$ cat config.mk
export PLATFORM = sky130hd
export DESIGN_NAME = branch_hazard_ctrl
export DESIGN_NICKNAME = d
export VERILOG_FILES = /design/src/rtl/branch_hazard_ctrl.sv
export SDC_FILE = /design/constraint.sdc
export NUM_CORES = 1
export LEC_CHECK = 0
export BUFFER_PORTS_ARGS = -buffer_cell sky130_fd_sc_hd__clkbuf_2
export CORE_AREA = 2 2 95 97
export CTS_CLUSTER_DIAMETER = 200
export DETAILED_ROUTE_END_ITERATION = 7
export DIE_AREA = 0 0 97 99
export PLACE_DENSITY = 0.83
export SLEW_MARGIN = 20
export SYNTH_ARGS = -nofsm -noshare
export SYNTH_HDL_FRONTEND = slang
export SYNTH_SLANG_ARGS = --single-unit
$ cat constraint.sdc
create_clock -name clk_i -period 2.39 [get_ports clk_i]
set_input_delay 0.3585 -clock clk_i [delete_from_list [all_inputs] [get_ports clk_i]]
set_output_delay 0.3585 -clock clk_i [all_outputs]
set_load 0.01 [all_outputs]
$ cat src/rtl/branch_hazard_ctrl.sv
// Pipeline sequencing controller: 2-bit branch predictor table, load-use and
// mispredict hazard detection, and saturating branch statistics counters.
module branch_hazard_ctrl #(
   parameter int unsigned IDX_W = 4,
   parameter int unsigned CNT_W = 16
) (
   input  logic             clk_i,
   input  logic             rst_i,
   input  logic [31:0]      if_pc_i,
   input  logic             if_is_branch_i,
   output logic             predict_taken_o,
   input  logic [4:0]       id_rs1_i,
   input  logic [4:0]       id_rs2_i,
   input  logic [4:0]       ex_rd_i,
   input  logic             ex_memread_i,
   input  logic             ex_branch_i,
   input  logic [31:0]      ex_pc_i,
   input  logic             ex_taken_i,
   input  logic             ex_predicted_i,
   output logic             stall_o,
   output logic             noop_o,
   output logic             flush_o,
   output logic             redirect_o,
   output logic [CNT_W-1:0] branch_cnt_o,
   output logic [CNT_W-1:0] mispred_cnt_o
);

   localparam int unsigned Entries = 2 ** IDX_W;

   logic [1:0]       table_q [Entries];
   logic [1:0]       upd_entry;
   logic [1:0]       if_entry;
   logic [IDX_W-1:0] if_idx;
   logic [IDX_W-1:0] ex_idx;
   logic             mispredict;
   logic             load_use;
   logic [CNT_W-1:0] branch_cnt_q;
   logic [CNT_W-1:0] mispred_cnt_q;

   // Word-aligned PCs: drop the two byte-offset bits.
   assign if_idx   = if_pc_i[IDX_W+1:2];
   assign ex_idx   = ex_pc_i[IDX_W+1:2];
   // Read sees the pre-update value even when the same index is written this cycle.
   assign if_entry = table_q[if_idx];

   assign mispredict = ex_branch_i & (ex_taken_i != ex_predicted_i);
   assign load_use   = ex_memread_i & (ex_rd_i != 5'd0) &
                       ((ex_rd_i == id_rs1_i) | (ex_rd_i == id_rs2_i));

   // Saturating next value for the entry of the resolving branch.
   always_comb begin
      upd_entry = table_q[ex_idx];
      if (ex_taken_i) begin
         if (upd_entry != 2'b11) upd_entry = upd_entry + 2'b01;
      end else begin
         if (upd_entry != 2'b00) upd_entry = upd_entry - 2'b01;
      end
   end

   // Hazard outputs; mispredict wins over load-use since ID is flushed anyway.
   always_comb begin
      predict_taken_o = 1'b0;
      stall_o         = 1'b0;
      noop_o          = 1'b0;
      flush_o         = 1'b0;
      redirect_o      = 1'b0;
      if (!rst_i) begin
         predict_taken_o = if_is_branch_i & if_entry[1];
         flush_o         = mispredict;
         redirect_o      = mispredict;
         stall_o         = load_use & ~mispredict;
         noop_o          = mispredict | load_use;
      end
   end

   assign branch_cnt_o  = rst_i ? '0 : branch_cnt_q;
   assign mispred_cnt_o = rst_i ? '0 : mispred_cnt_q;

   // Predictor table: reset to weak-NT, train on each resolved branch.
   always_ff @(posedge clk_i) begin
      if (rst_i) begin
         for (int i = 0; i < Entries; i++) begin
            table_q[i] <= 2'b01;
         end
      end else if (ex_branch_i) begin
         table_q[ex_idx] <= upd_entry;
      end
   end

   // Statistics counters, saturating at all-ones.
   always_ff @(posedge clk_i) begin
      if (rst_i) begin
         branch_cnt_q  <= '0;
         mispred_cnt_q <= '0;
      end else begin
         if (ex_branch_i && (branch_cnt_q != '1)) branch_cnt_q <= branch_cnt_q + 1'b1;
         if (mispredict && (mispred_cnt_q != '1)) mispred_cnt_q <= mispred_cnt_q + 1'b1;
      end
   end

endmodule
==> results of run 1 <==
==> Yosys cell counts, types with 7 or more instances <==
| cell type | number | area [um2] |
|---|---|---|
| nand2_1 | 31 | 116 |
| nor3_1 | 9 | 45.0 |
| nand2b_1 | 13 | 81.3 |
| inv_1 | 7 | 26.3 |
| dfxtp_1 | 32 | 641 |
| nor2b_1 | 32 | 200 |
| mux4_2 | 13 | 293 |
| xnor2_1 | 27 | 236 |
| edfxtp_1 | 32 | 961 |
| xor2_1 | 9 | 78.8 |
| nand4_1 | 8 | 50.1 |
| nand3_1 | 28 | 140 |
| nor2_1 | 54 | 203 |
| clkbuf_1 | 15 | 56.3 |
==> power by group <==
part           internal, uW  switching, uW
logic                   119            147
clock network           449            446
registers              1170           19.1
==> final timing paths <==
path / from / to / slack [ns] / cells after the start
worst max register to register: table_q[2][1]$_SDFFCE_PN0P_ / table_q[3][0]$_SDFFCE_PN1P_ / 0.27 / 5
worst min register to register: mispred_cnt_q[6]$_SDFFE_PP0P_ / mispred_cnt_q[6]$_SDFFE_PP0P_ / 0.49 / 2
worst max-delay path: table_q[10][1]$_SDFFCE_PN0P_ / predict_taken_o / 0.03 / 4
worst min-delay path: ex_pc_i[4] / table_q[12][0]$_SDFFCE_PN1P_ / 0.36 / 2
==> per-stage QoR <==
step           hold WS, ns  power [uW]
2_1_floorplan        0.453        1390
3_3_place_gp         0.459        1470
3_5_place_dp         0.476        1480
4_1_cts              0.345        2370
5_1_grt              0.360        2440
6_report             0.361        2350
==> timing repair <==
action,CTS,global route
endpoints found under the hold margin,0,0
buffers inserted,1,0
pin swaps,1,0
setup endpoints to repair,1,1
==> area by class of cell <==
class | instances | share of cell area [%]
multi-input cells | 291 | 45.2
inverters | 7 | 0.599
repair buffers | 80 | 10.2
well taps | 108 | 3.08
flip-flops and latches | 64 | 36.5
clock buffers | 11 | 3.51
clock inverters | 5 | 0.885
==> registers in the layout (all words and copies together), names as in the netlist <==
register       cells
branch_cnt_q      16
mispred_cnt_q     16
table_q           32
==> metal layers <==
metal / vias up / global-route usage (%) / part of all wire, %
li1: 1511 / - / -
met1: 1452 / 24.0 / 44
met2: 110 / 29.6 / 49
met3: 8 / 2.98 / 6.5
met4: 0 / 6.18 / 0.91
met5: - / 0 / 0
==> cell families after synthesis <==
kind of cell	after synthesis	share of synthesized area, %
mux	15	8.37
compound gates	29	5.36
simple gates	207	29.6
flops	64	42.9
buf+inv	31	4.15
fa+ha+maj	4	1.27
xor+xnor	36	8.44
==> flow_summary.ini, run 1 <==
[drt]
vias_per_cell = 5.44
antenna_left = 0
drtPass1Iterations = 4
wl_um = 8390
vias = 3081
routedWlPerCell_um = 14.8
drt-initial-drc-count = 147
route.detailed.drc = 0

[job]
maxCapViolCount = 0

[worst_setup_path]
path_cells = mux4_2, mux4_2, and3b_1, clkbuf_2
cp_num_buf_inv = 1
arrival_ns = 2.00
end_kind = output pin
cpPeakStageDelay_ns = 0.47
crit_fanout = 2
slowest_stage = mux4_2
critPathRequiredTime_ns = 2.03
worstSetupStartpointType = flip-flop
crit_path_frequent_cell = mux4_2
crit_type = flip-flop to output pin
crit_family = multiplexers

[global_route]
grt_usage_pct = 17.9
grt_antenna_before_repair = 0
grt_max_degree = 56
grt_pass1_wl_um = 14100
gr-total-overflow = 0
grt_pass1_vias = 2984

[pwr]
pwr_density_cell_nw_per_um2 = 536
leakage_uw = 0.00155
peakVddDrop_mv = 0.227

[synthesis]
synth_area_um2 = 3740
syn-num-nets = 474
synthFlopType = edfxtp_1
yosysWarnings = 0
ys_types = 47
syn_area_per_cell_um2 = 9.68
synth_edf_count = 32
yosysSeqAreaShare_pct = 42.9
synth-seq-cells = 64
async_reset_ff_share_pct = 0
synth_cells = 386

[clock_network]
numCtsBuffers = 9
clock_path_buffers = 2
cts_hold_buffers = 0
cts_tree = yes
insertion_delay_ns = 0.34
cts_root_buf = clkbuf_8
cts.sinks = 64
cts_resized = 0
path_clk_slew_ns = 0.08
cts_max_level = 3

[placed_design]
place.gp.congestion = 0.895
place_hpwl_um = 6200
portBuffers = 66
post-place-ws_ns = 0.0405
dp.cells = 549
dpl-instance-area_um2 = 4180

[final_layout]
nets = 541
postLayoutCellArea_um2 = 4380
diodes = 0
instances_no_fill = 566
layout_commonest_cell = clkbuf_2
utilization_pct = 51.3
areaGrowthSynthToFinish_pct = 17.3
multi_input_area_um2 = 1980
fillers = 754
seqCellArea_um2 = 1600
drive_gt1_share_pct = 26.6
final_cell_mix = clkbuf_2, nor2_1, nor2b_1, dfxtp_1, edfxtp_1

[floorplanning]
row_count = 34
die_area_um2 = 9600
ios = 123
die_h_um = 99
start_util_pct = 43.7
die_width_um = 97
core_area_um2 = 8550

[sta]
slew_violations = 0
period_share_pct = 98.7
layout_min_cycle_time_ns = 2.36
skew_ns = 0.00873
finalHoldViolCount = 0
setup_tns_ns = 0
worst_slew_pin_slew_ns = 0.659
rsz0062_at_grt = true
max_freq_mhz = 424
finalSetupViolations = 0
slew_headroom_pct = 55.5
setup_slack_ns = 0.0322

[status]
status = completed

[worst_hold_path]
hp-class = input port to flip-flop
(Power assumes the default switching activity.)
==> inputs of run 2 (changes only) <==
--- a/config.mk
+++ b/config.mk
@@ -10,7 +10,8 @@
 export CTS_CLUSTER_DIAMETER = 200
 export DETAILED_ROUTE_END_ITERATION = 7
 export DIE_AREA = 0 0 97 99
-export PLACE_DENSITY = 0.83
+export MAX_ROUTING_LAYER = met4
+export PLACE_DENSITY = 0.71
 export SLEW_MARGIN = 20
 export SYNTH_ARGS = -nofsm -noshare
 export SYNTH_HDL_FRONTEND = slang
==> constraint.sdc (replaced) <==
create_clock -name clk_i -period 2.39 [get_ports clk_i]
set_input_delay 0.1195 -clock clk_i [delete_from_list [all_inputs] [get_ports clk_i]]
set_output_delay 0.1195 -clock clk_i [all_outputs]
set_load 0.01 [all_outputs]
==> run 2 against run 1 <==
Power fell by 1.9%. Critical endpoint unchanged. Largest cell class unchanged. Final cell count shrank 0.88%. Global-route usage is 0.054 points higher.
==> flow_summary.ini, run 2 (synthesis results as in run 1) <==
[final_layout]
diodes = 0
nets = 536
fillers = 790
final_cell_mix = clkbuf_2, nor2_1, nor2b_1, dfxtp_1, edfxtp_1
top_register = table_q
top_regs = table_q x32, branch_cnt_q x16, mispred_cnt_q x16
largest_register_ff_count = 32
layout_commonest_cell = clkbuf_2
areaGrowthSynthToFinish_pct = 15.6
drive_gt1_share_pct = 24.9
instances_no_fill = 561

[worst_setup_path]
crit_fanout = 2
r2r_start = table_q[3][1]$_SDFFCE_PN0P_
r2r_slack_ns = 0.24
cp_num_buf_inv = 1
cpPeakStageDelay_ns = 0.52
crit_type = flip-flop to output pin
crit_family = multiplexers
path_cells = mux4_2, mux4_2, and3b_1, clkbuf_2
end_kind = output pin
r2r-end = table_q[2][0]$_SDFFCE_PN1P_
arrival_ns = 2.09
critPathRequiredTime_ns = 2.27
crit_path_frequent_cell = mux4_2
worstSetupStartpointType = flip-flop
r2r.worst_path.cells = 5
slowest_stage = mux4_2

[drt]
drtPass1Iterations = 6
vias = 3013
wl_um = 8100
vias_per_cell = 5.37
routedWlPerCell_um = 14.4
antenna_left = 0
drt-initial-drc-count = 148
route.detailed.drc = 0

[clock_network]
cts_max_level = 3
cts_resized = 0
cts_tree = yes
numCtsBuffers = 9
cts_setup_buffers = 0
path_clk_slew_ns = 0.07
insertion_delay_ns = 0.35
cts.sinks = 64
clock_path_buffers = 2
cts_root_buf = clkbuf_8
cts_hold_buffers = 0

[global_route]
grt_pass1_vias = 2878
grt_antenna_before_repair = 0
grt_max_degree = 72
grt_pass1_wl_um = 13600
grt_usage_pct = 18.0
gr-total-overflow = 0

[sta]
rsz0062_at_grt = false
max_freq_mhz = 453
slew_violations = 0
period_share_pct = 92.4
skew_ns = 0.0109
slew_headroom_pct = 58.2
layout_min_cycle_time_ns = 2.21
worst_slew_pin_slew_ns = 0.619
finalHoldViolCount = 0
finalSetupViolations = 0
setup_tns_ns = 0

[worst_hold_path]
hold_end = table_q[12][0]$_SDFFCE_PN1P_
min_path_cells = 2
hp-class = input port to flip-flop
hold_start = ex_pc_i[4]

[placed_design]
portBuffers = 66
place.gp.congestion = 0.883
place_hpwl_um = 5840
dp.cells = 545

[floorplanning]
core_area_um2 = 8550
row_count = 34
die_width_um = 97
ios = 123
start_util_pct = 43.7
die_area_um2 = 9600
die_h_um = 99

[pwr]
leakage_uw = 0.00152
peakVddDrop_mv = 0.337
pwr_density_cell_nw_per_um2 = 534

[status]
status = completed

[job]
maxCapViolCount = 0
==> run 2: cell types whose count changed in the layout (fill, tap and decap cells not counted), sizes merged <==
cell / previous run / this run
buf: 14 / 9
clkbuf: 77 / 82
clkinv: 3 / 0
clkinvlp: 1 / 0
inv: 8 / 7
==> run 2: area by class of cell <==
class | count | area, um2 | share of cell area (%)
inverters | 7 | 26.3 | 0.608
clock buffers | 16 | 180 | 4.17
flip-flops and latches | 64 | 1600 | 37.1
repair buffers | 75 | 398 | 9.21
multi-input cells | 291 | 1980 | 45.8
well taps | 108 | 135 | 3.13
==> run 2: per-stage QoR <==
stage | power [uW] | util (%) | cell area (um2) | hold WS, ns | setup slack (ns)
3_5_place_dp | 1470 | 48.4 | 4140 | 0.476 | 0.109
3_3_place_gp | 1460 | 48.4 | 4140 | 0.454 | 0.149
5_1_grt | 2400 | 50.5 | 4320 | 0.132 | 0.0847
2_1_floorplan | 1390 | - | 3740 | 0.412 | 0.496
6_report | 2310 | 50.5 | 4320 | 0.127 | 0.183
4_1_cts | 2320 | 50.5 | 4320 | 0.118 | 0.153
==> run 2: report_power, final <==
group	internal [uW]	leakage [uW]	total [uW]	switching, uW
combinational	108	0.000881	254	146
clock	464	0.0000910	863	399
sequential	1170	0.000546	1190	17.5
==> run 2: routing by layer <==
layer  up-vias  part of all wire, %  global-route usage [%]
met2        80                   47                    28.0
met1      1425                   46                    22.9
met4         0                  1.5                    8.13
met5         -                    0                       -
li1       1499                    -                       -
met3         9                  5.1                    3.40
==> run 2: worst max path at each step <==
| stage | end | slack, ns | start | cells after the start |
|---|---|---|---|---|
| global route | table_q[0][0]$_SDFFCE_PN1P_ | 0.08 | table_q[3][1]$_SDFFCE_PN0P_ | 5 |
| floorplan | table_q[0][0]$_SDFFCE_PN1P_ | 0.50 | table_q[3][1]$_SDFFCE_PN0P_ | 6 |
| global placement | table_q[12][0]$_SDFFCE_PN1P_ | 0.15 | ex_pc_i[2] | 6 |
| CTS | predict_taken_o | 0.15 | table_q[11][1]$_SDFFCE_PN0P_ | 4 |
| finish | predict_taken_o | 0.18 | table_q[11][1]$_SDFFCE_PN0P_ | 4 |
| detailed placement | table_q[12][0]$_SDFFCE_PN1P_ | 0.11 | ex_pc_i[2] | 6 |
==> run 2: worst reg2reg max path, cell delays in order, from the launching register on <==
cell      delay [ns]
edfxtp_1        0.40
mux4_2          0.49
a22oi_1         0.20
and3_1          0.24
maj3_2          0.43
nand3_1         0.13
==> inputs of run 3 (changes only) <==
--- a/config.mk
+++ b/config.mk
@@ -6,12 +6,11 @@
 export NUM_CORES = 1
 export LEC_CHECK = 0
 export BUFFER_PORTS_ARGS = -buffer_cell sky130_fd_sc_hd__clkbuf_2
-export CORE_AREA = 2 2 95 97
+export CORE_AREA = 2 2 115 117
 export CTS_CLUSTER_DIAMETER = 200
 export DETAILED_ROUTE_END_ITERATION = 7
-export DIE_AREA = 0 0 97 99
+export DIE_AREA = 0 0 117 119
 export MAX_ROUTING_LAYER = met4
-export PLACE_DENSITY = 0.71
 export SLEW_MARGIN = 20
 export SYNTH_ARGS = -nofsm -noshare
 export SYNTH_HDL_FRONTEND = slang
==> run 3 against run 2 <==
Clock power increased by 85%. Flip-flop and latch count unchanged. First-iteration DRC count increased by 74%. Via count increased by 1.5%. Non-clock buffer count increased by 3. Worst setup slack improved by 0.043 ns. Maximum frequency increased by 2.0%. Global-route usage decreased by 4.0 points. Wire length increased by 9.0%. Worst hold slack improved by 0.037 ns. Highest routed layer unchanged.
==> flow_summary.ini, run 3 (synthesis results as in run 1) <==
[clock_network]
cts_tree = yes
insertion_delay_ns = 0.33
cts_setup_buffers = 0
cts.sinks = 64
numCtsBuffers = 9
cts_resized = 0
path_clk_slew_ns = 0.06
cts_root_buf = clkbuf_16
cts_max_level = 3
cts_hold_buffers = 0
clock_path_buffers = 2

[sta]
rsz0062_at_grt = false
worst_slew_pin_slew_ns = 0.656
layout_min_cycle_time_ns = 2.16
slew_headroom_pct = 55.7
setup_tns_ns = 0
finalHoldViolCount = 0
max_freq_mhz = 462
holdWs_ns = 0.164
period_share_pct = 90.5
finalSetupViolations = 0
slew_violations = 0
skew_ns = 0.00399

[placed_design]
dpl-instance-area_um2 = 4260
portBuffers = 66
place.gp.congestion = 0.837
place_hpwl_um = 6530

[job]
maxCapViolCount = 0

[final_layout]
areaGrowthSynthToFinish_pct = 23.7
layout_commonest_cell = clkbuf_2
fillers = 1311
nets = 539
diodes = 0
final_cell_mix = clkbuf_2, nor2_1, nor2b_1, dfxtp_1, edfxtp_1
multi_input_area_um2 = 1980
top_regs = table_q x32, branch_cnt_q x16, mispred_cnt_q x16
seqCellArea_um2 = 1600
largest_register_ff_count = 32
drive_gt1_share_pct = 25.9
postLayoutCellArea_um2 = 4620
top_register = table_q

[floorplanning]
die_area_um2 = 13900
start_util_pct = 29.0
core_area_um2 = 12900
row_count = 42
die_h_um = 119
ios = 123
die_width_um = 117

[global_route]
grt_antenna_before_repair = 0
grt_pass1_vias = 2992
grt_max_degree = 64
grt_pass1_wl_um = 14700
grt_usage_pct = 14.0
gr-total-overflow = 0

[drt]
routedWlPerCell_um = 14.0
wl_um = 8830
vias_per_cell = 4.84
vias = 3058
drt-initial-drc-count = 257
route.detailed.drc = 0
antenna_left = 0
drtPass1Iterations = 5

[worst_setup_path]
arrival_ns = 2.04
crit_type = flip-flop to output pin
worstSetupStartpointType = flip-flop
crit_fanout = 2
critPathRequiredTime_ns = 2.27
cp_num_buf_inv = 1
crit_path_frequent_cell = mux4_2
end_kind = output pin
crit_family = multiplexers
path_cells = mux4_2, mux4_2, and3b_1, clkbuf_2
slowest_stage = mux4_2
cpPeakStageDelay_ns = 0.51

[pwr]
leakage_uw = 0.00162
pwr_density_cell_nw_per_um2 = 663
peakVddDrop_mv = 0.424

[worst_hold_path]
hp-class = input port to flip-flop

[status]
status = completed
## run 3: path summary, 6_finish.rpt
path                                                    start                            end  slack [ns]  cells past startpoint
worst max-delay path             table_q[15][1]$_SDFFCE_PN0P_                predict_taken_o        0.23                      4
worst min-delay path                               ex_pc_i[4]   table_q[12][0]$_SDFFCE_PN1P_        0.16                      2
worst max register to register   branch_cnt_q[0]$_SDFFE_PP0P_   branch_cnt_q[1]$_SDFFE_PP0P_        0.33                      6
worst min register to register  mispred_cnt_q[6]$_SDFFE_PP0P_  mispred_cnt_q[6]$_SDFFE_PP0P_        0.48                      2
## run 3: cell type report
| class | count | share of cell area (%) |
|---|---|---|
| Inverter | 7 | 0.568 |
| Clock buffer | 11 | 5.03 |
| Sequential cell | 64 | 34.6 |
| Tap cell | 176 | 4.76 |
| Timing Repair Buffer | 78 | 9.36 |
| Clock inverter | 5 | 2.79 |
| Multi-Input combinational cell | 291 | 42.8 |
## run 3: worst reg2reg max path: stages, from the launching register on
cell and delay [ns]:
dfxtp_1 0.41, ha_1 0.25, and4_1 0.26, nand3_1 0.20
o21ai_0 0.51, mux2i_1 0.25, nor2_1 0.05
## run 3: per-layer routing
metal | vias up | GRT usage (%) | routed length, um
met5 | - | - | 0
met4 | 0 | 4.26 | 101
met3 | 8 | 3.36 | 435
met2 | 85 | 21.9 | 4310
met1 | 1462 | 18.0 | 3990
li1 | 1503 | - | -
## run 3: metrics by stage
stage                     setup slack (ns)  instances  power (uW)  utilization, %
after floorplan                      0.496        386        1390               -
after global placement               0.301        616        1490            33.1
after detailed placement             0.285        616        1490            33.1
after CTS                            0.226        632        3100            35.9
after global routing                 0.163        632        3170            35.9
final                                0.226        632        3060            35.9
## run 3: report_power, final
group / leakage [uW] / total (uW) / internal (uW) / switching [uW]
combinational: 0.000900 / 276 / 124 / 152
sequential: 0.000546 / 1190 / 1170 / 18.2
clock: 0.000174 / 1600 / 1130 / 470
total: 0.00162 / 3060 / 2420 / 640
